===== config.mk =====
export PLATFORM = sky130hd
export DESIGN_NAME = job_sequencer
export DESIGN_NICKNAME = d
export VERILOG_FILES = /design/src/rtl/job_sequencer.sv
export SDC_FILE = /design/constraint.sdc
export NUM_CORES = 1
export LEC_CHECK = 0
export ABC_CLOCK_PERIOD_IN_PS = 2400
export CAP_MARGIN = 5
export CORE_UTILIZATION = 46
export CTS_CLUSTER_DIAMETER = 120
export DETAILED_ROUTE_END_ITERATION = 6
export PLACE_DENSITY_LB_ADDON = 0.15
export SETUP_SLACK_MARGIN = 0.15
export SYNTH_ARGS = -nofsm -noshare
export SYNTH_HDL_FRONTEND = slang
export SYNTH_SLANG_ARGS = --single-unit

===== constraint.sdc =====
create_clock -name clk -period 2.4 [get_ports clk]
set_input_delay 0.48 -clock clk [delete_from_list [all_inputs] [get_ports clk]]
set_output_delay 0.48 -clock clk [all_outputs]
set_load 0.02 [all_outputs]

===== src/rtl/job_sequencer.sv =====
`default_nettype none
// ============================================================================
//  Module   : job_sequencer
//  Purpose  : Host-side job engine wrapped around the processor core.
//             A job streams LOAD_LEN input bytes into data memory, pulses the
//             core's proc_req, waits for proc_done (bounded by TIMEOUT run
//             cycles), then streams UNLOAD_LEN result bytes back out of data
//             memory. The block owns the data-memory port except while the
//             core is running; mem_sel tells the top level which side drives.
//
//  Ports    :
//    clk          in   1    clock, rising edge
//    reset        in   1    asynchronous active-high reset
//    start        in   1    begin a job (only sampled in IDLE)
//    in_valid     in   1    load byte valid
//    in_data      in   8    load byte
//    in_ready     out  1    load byte accepted on in_valid && in_ready
//    out_valid    out  1    result byte valid
//    out_data     out  8    result byte
//    out_ready    in   1    result byte consumed on out_valid && out_ready
//    mem_sel      out  1    1 = this block drives memory, 0 = core owns it
//    mem_wr_en    out  1    data-memory write strobe
//    mem_addr     out  AW   data-memory address
//    mem_wr_data  out  8    data-memory write data
//    mem_rd_data  in   8    data-memory read data (same-cycle read)
//    proc_req     out  1    one-cycle start pulse to the core
//    proc_done    in   1    core done level
//    busy         out  1    high in every state except IDLE
//    job_done     out  1    one-cycle pulse at job end
//    timeout      out  1    sticky: last job was aborted by the run timer
//
//  Revision : 1.0  initial release
// ============================================================================
module job_sequencer #(
    parameter int AW          = 8,
    parameter int LOAD_BASE   = 0,
    parameter int LOAD_LEN    = 64,
    parameter int UNLOAD_BASE = 64,
    parameter int UNLOAD_LEN  = 32,
    parameter int TIMEOUT     = 4096
) (
    input  logic          clk,
    input  logic          reset,
    input  logic          start,
    input  logic          in_valid,
    input  logic [7:0]    in_data,
    output logic          in_ready,
    output logic          out_valid,
    output logic [7:0]    out_data,
    input  logic          out_ready,
    output logic          mem_sel,
    output logic          mem_wr_en,
    output logic [AW-1:0] mem_addr,
    output logic [7:0]    mem_wr_data,
    input  logic [7:0]    mem_rd_data,
    output logic          proc_req,
    input  logic          proc_done,
    output logic          busy,
    output logic          job_done,
    output logic          timeout
);

    // Byte counter carries one extra bit so a full 2^AW-byte transfer fits.
    localparam int CW = AW + 1;
    // Run timer only needs to reach TIMEOUT-1.
    localparam int TW = $clog2(TIMEOUT);

    localparam logic [AW-1:0] c_load_base   = AW'(LOAD_BASE);
    localparam logic [AW-1:0] c_unload_base = AW'(UNLOAD_BASE);
    localparam logic [CW-1:0] c_load_last   = CW'(LOAD_LEN - 1);
    localparam logic [CW-1:0] c_unload_last = CW'(UNLOAD_LEN - 1);
    localparam logic [CW-1:0] c_cnt_one     = CW'(1);
    localparam logic [TW-1:0] c_timer_last  = TW'(TIMEOUT - 1);
    localparam logic [TW-1:0] c_timer_one   = TW'(1);

    typedef enum logic [2:0] {
        ST_IDLE   = 3'd0,
        ST_LOAD   = 3'd1,
        ST_KICK   = 3'd2,
        ST_RUN    = 3'd3,
        ST_UNLOAD = 3'd4,
        ST_FINISH = 3'd5
    } state_t;

    state_t          r_state;
    state_t          w_state_nxt;
    logic [CW-1:0]   r_cnt;
    logic [TW-1:0]   r_timer;
    logic            r_timeout;

    logic            w_load_fire;
    logic            w_unload_fire;

    assign timeout = r_timeout;

    // ------------------------------------------------------------------------
    // Next-state and output decode
    // ------------------------------------------------------------------------
    always_comb begin
        w_state_nxt   = r_state;
        w_load_fire   = 1'b0;
        w_unload_fire = 1'b0;
        in_ready      = 1'b0;
        out_valid     = 1'b0;
        out_data      = 8'h00;
        mem_sel       = 1'b1;
        mem_wr_en     = 1'b0;
        mem_addr      = '0;
        mem_wr_data   = 8'h00;
        proc_req      = 1'b0;
        busy          = 1'b1;
        job_done      = 1'b0;

        case (r_state)
            ST_IDLE: begin
                busy = 1'b0;
                if (start) begin
                    w_state_nxt = ST_LOAD;
                end
            end

            ST_LOAD: begin
                in_ready    = 1'b1;
                w_load_fire = in_valid;
                mem_wr_en   = in_valid;
                // Natural AW-bit wrap gives the modulo-2^AW address.
                mem_addr    = c_load_base + r_cnt[AW-1:0];
                mem_wr_data = in_data;
                if (in_valid && (r_cnt == c_load_last)) begin
                    w_state_nxt = ST_KICK;
                end
            end

            ST_KICK: begin
                mem_sel     = 1'b0;
                proc_req    = 1'b1;
                w_state_nxt = ST_RUN;
            end

            ST_RUN: begin
                mem_sel = 1'b0;
                // A done level left over from the previous job may still be
                // high on the first run cycle, so it is only trusted once the
                // timer has moved. Done takes priority over the timeout.
                if (proc_done && (r_timer != '0)) begin
                    w_state_nxt = ST_UNLOAD;
                end else if (r_timer == c_timer_last) begin
                    w_state_nxt = ST_FINISH;
                end
            end

            ST_UNLOAD: begin
                out_valid     = 1'b1;
                mem_addr      = c_unload_base + r_cnt[AW-1:0];
                out_data      = mem_rd_data;
                w_unload_fire = out_ready;
                if (out_ready && (r_cnt == c_unload_last)) begin
                    w_state_nxt = ST_FINISH;
                end
            end

            ST_FINISH: begin
                job_done    = 1'b1;
                w_state_nxt = ST_IDLE;
            end

            default: begin
                busy        = 1'b0;
                w_state_nxt = ST_IDLE;
            end
        endcase
    end

    // ------------------------------------------------------------------------
    // State, counters and sticky timeout flag
    // ------------------------------------------------------------------------
    always_ff @(posedge clk or posedge reset) begin
        if (reset) begin
            r_state   <= ST_IDLE;
            r_cnt     <= '0;
            r_timer   <= '0;
            r_timeout <= 1'b0;
        end else begin
            r_state <= w_state_nxt;

            case (r_state)
                ST_IDLE: begin
                    if (start) begin
                        r_cnt     <= '0;
                        r_timeout <= 1'b0;
                    end
                end

                ST_LOAD: begin
                    if (w_load_fire) begin
                        if (r_cnt == c_load_last) begin
                            r_cnt <= '0;
                        end else begin
                            r_cnt <= r_cnt + c_cnt_one;
                        end
                    end
                end

                ST_KICK: begin
                    r_timer <= '0;
                end

                ST_RUN: begin
                    r_timer <= r_timer + c_timer_one;
                    if (w_state_nxt == ST_UNLOAD) begin
                        r_cnt <= '0;
                    end else if (w_state_nxt == ST_FINISH) begin
                        r_timeout <= 1'b1;
                    end
                end

                ST_UNLOAD: begin
                    if (w_unload_fire) begin
                        r_cnt <= r_cnt + c_cnt_one;
                    end
                end

                default: begin
                end
            endcase
        end
    end

endmodule
`default_nettype wire

==> flow_metrics.env <==
export IMPL_status="finished clean"
export IMPL_via_count=1746
export IMPL_largest_net_degree_at_the_start_of_global_routing=26
export IMPL_mappedNetlistArea_um2=1710
export IMPL_design_core_area_um2=3440
export IMPL_clkSlewWorstSetupHoldPaths_ps=100
export IMPL_timing_hold_worst_start="r_timer[10]$_DFFE_PP0N_"
export IMPL_crit_family="flip-flops"
export IMPL_setup_viol=0
export IMPL_dieWidth_um=63
export IMPL_mappedNetlistNets=235
export IMPL_grt_util_met2_pct=42.6
export IMPL_slew_violations=0
export IMPL_die_area_um2=3970
export IMPL_filler_cell_count=304
export IMPL_pin_count=54
export IMPL_area_growth_pct=38.0
export IMPL_timing_critical_path_slowest_cell_delay_ps=480
export IMPL_crit_type="flop to output port"
export IMPL_overflow=0
export IMPL_drt_first_pass_iters=4
export IMPL_remaining_drc_errors=0
export IMPL_register_area_um2=629
export IMPL_slack_of_the_worst_reg_to_reg_path_ps=360
export IMPL_detailedPlacementHpwl_mm=3.31
export IMPL_worstHoldPathType="flop to flop"
export IMPL_required_ps=1920
export IMPL_critical_path_peak_fanout=7
export IMPL_clock_root_buffer="sky130_fd_sc_hd__clkbuf_8"
export IMPL_tritoncts_sinks=25
export IMPL_power_density_nw_per_um2=606
export IMPL_min_period_ps=2120
export IMPL_groute_layer_met3_usage_pct=4.01
export IMPL_final_cycle_utilization_of_the_critical_path_pct=88.2
export IMPL_routed_wire_length_per_instance_um=14.5
export IMPL_static_leakage_power_nw=1.10
export IMPL_cts_made_buffers=3
export IMPL_post_synth_top_area_fraction_pct=36.5
export IMPL_rsz0062_at_grt="false"
export IMPL_synth_distinct_cells=45
export IMPL_global_route_usage_total_pct=24.3
export IMPL_synth_top_cells_by_area="sky130_fd_sc_hd__dfrtp_1, sky130_fd_sc_hd__and2_1, sky130_fd_sc_hd__nand2_1"
export IMPL_cts_buffer_depth=2
export IMPL_wl_mm=4.53
export IMPL_groute_layer_met1_usage_pct=30.2
export IMPL_worst_slack_ps=283
export IMPL_synth_seq_cells=25
export IMPL_port_buffer_count=53
export IMPL_vias_per_cell=5.58
export IMPL_synth_async_reset_ratio_pct=100
export IMPL_tritoncts_clock_tree="yes"
export IMPL_busiest_layer="met2"
export IMPL_die_h_um=63
export IMPL_worstPathBufferInverterCount=2
export IMPL_timing_slew_headroom_pct=72.7
export IMPL_layout_common_cells="sky130_fd_sc_hd__dlygate4sd2_1, sky130_fd_sc_hd__clkdlybuf4s50_1, sky130_fd_sc_hd__dfrtp_1, sky130_fd_sc_hd__nand2_1, sky130_fd_sc_hd__o21ai_0"
export IMPL_ys_dominant_reg_cell="sky130_fd_sc_hd__dfrtp_1"
export IMPL_synth_seq_area_share_pct=36.5
export IMPL_final_layout_size_suffix_gt1_share_pct=11.2
export IMPL_maxCapViolCount=0
export IMPL_critical_path_slowest_cell="sky130_fd_sc_hd__dfrtp_2"
export IMPL_dp_slack_ps=162
export IMPL_synth_edf_count=0
export IMPL_worst_ep_arrival_time_ps=1640
export IMPL_yosysWarningCount=0
export IMPL_whs_ps=512
export IMPL_grt_pass1_wl_mm=7.60
export IMPL_drt_iter0_drc=80
export IMPL_final_net_count=295
export IMPL_placement_cell_area_um2=2310
export IMPL_whs_endpoint="r_timer[10]$_DFFE_PP0N_"
export IMPL_ctsHoldBuffers=0
export IMPL_r2r_start="r_timer[0]$_DFFE_PP0N_"
export IMPL_peakVddDrop_v=0.000618
export IMPL_ant_nets=0
export IMPL_netlist_top_cell_by_area="sky130_fd_sc_hd__dfrtp_1"
export IMPL_tns_ps=0
export IMPL_instances_no_fill=313
export IMPL_clk_latency_ps=280
export IMPL_gp_routability_congestion=0.870
export IMPL_crit_path_cell_trace="nor2_2 > nand2_2 > inv_1 > a22o_1 > dlygate4sd2_1"
export IMPL_placement_rows=21
export IMPL_layout_commonest_cell="sky130_fd_sc_hd__dlygate4sd2_1"
export IMPL_whs_path_depth=1
export IMPL_worst_slew_pin_transition_ps=409
export IMPL_post_layout_total_power_mw=1.43
export IMPL_timing_fmax_mhz=472
export IMPL_placed_cells_incl_taps=307
export IMPL_r2r_cells=7
export IMPL_timing_hold_violations_final=0
export IMPL_synthesized_instance_count=208
export IMPL_finClkSkew_ps=10.5
export IMPL_multi_input_gate_area_in_the_final_layout_um2=991
export IMPL_synth_avg_cell_area_um2=8.23
export IMPL_first_global_vias=1660
export IMPL_h_tree_depth=1
export IMPL_antenna_found_initial=0
export IMPL_r2r_end="r_cnt[6]$_DFFE_PP0P_"
export IMPL_diodes=0
export IMPL_final_cell_area_excluding_filler_cells_um2=2360
export IMPL_timing_critical_path_from_type="flop"
export IMPL_postLayoutCoreUtil_pct=68.6
export IMPL_end_kind="output port"
export IMPL_initial_core_util_pct=49.7
-- power breakdown --
part | internal (mW) | total, mW | leakage (nW) | switching, mW
logic | 0.264 | 0.586 | 0.744 | 0.322
clock network | 0.122 | 0.272 | 0.0261 | 0.150
registers | 0.483 | 0.574 | 0.330 | 0.0917
-- state kept, by name, indices dropped and copies added (netlist names) --
register / flops
r_cnt: 9
timeout: 1
r_timer: 12
r_state: 3
-- cell type report --
cell class	count	area share [%]
Timing Repair Buffer	64	24.6
Inverter	14	2.22
Clock inverter	1	0.371
Sequential cell	25	26.6
Tap cell	46	2.44
Clock buffer	3	1.75
Multi-Input combinational cell	160	41.9
-- worst max path at each step --
| stage | start | cells past startpoint | endpoint | slack [ps] |
|---|---|---|---|---|
| global placement | in_valid | 3 | mem_wr_en | 200 |
| global route | r_state[1]$_DFF_PP0_ | 5 | mem_addr[7] | 140 |
| CTS | r_state[1]$_DFF_PP0_ | 3 | in_ready | 160 |
| detailed placement | proc_done | 6 | r_cnt[6]$_DFFE_PP0P_ | 160 |
| floorplan | r_state[1]$_DFF_PP0_ | 5 | proc_req | 550 |
| finish | r_state[1]$_DFF_PP0_ | 5 | mem_addr[7] | 280 |
-- synthesized netlist by cell type (4+ instances only) --
cell type	number
sky130_fd_sc_hd__o31ai_1	6
sky130_fd_sc_hd__and3_1	13
sky130_fd_sc_hd__o21ai_0	16
sky130_fd_sc_hd__ha_1	5
sky130_fd_sc_hd__dfrtp_1	25
sky130_fd_sc_hd__o22ai_1	4
sky130_fd_sc_hd__nor2_1	8
sky130_fd_sc_hd__and2_1	15
sky130_fd_sc_hd__nand3_1	11
sky130_fd_sc_hd__nand4_1	4
sky130_fd_sc_hd__a21oi_1	10
sky130_fd_sc_hd__nand2_1	22
sky130_fd_sc_hd__nor3_1	7
sky130_fd_sc_hd__inv_1	14
-- logic make-up after synthesis --
group | after synthesis | synth area share, %
xor gates and xnor gates | 1 | 0.512
DFF | 25 | 36.5
buffers and inverters | 23 | 6.36
AOI/OAI and AO/OA | 54 | 19.5
muxes | 3 | 1.75
adders and majority gates | 5 | 3.65
and+or+nand+nor | 97 | 31.7
-- layer usage --
| metal | vias up | routed length (µm) |
|---|---|---|
| met1 | 835 | 2020 |
| li1 | 859 | - |
| met2 | 47 | 2330 |
| met4 | 0 | 44 |
| met5 | - | 0 |
| met3 | 5 | 141 |
-- repair_timing --
item | CTS | global route
buffers inserted | 2 | 0
resized for setup | 32 | 8
gates cloned | 0 | 0
pin swaps | 0 | 2
endpoints found under the setup margin | 30 | 14
(Power assumes the default switching activity.)
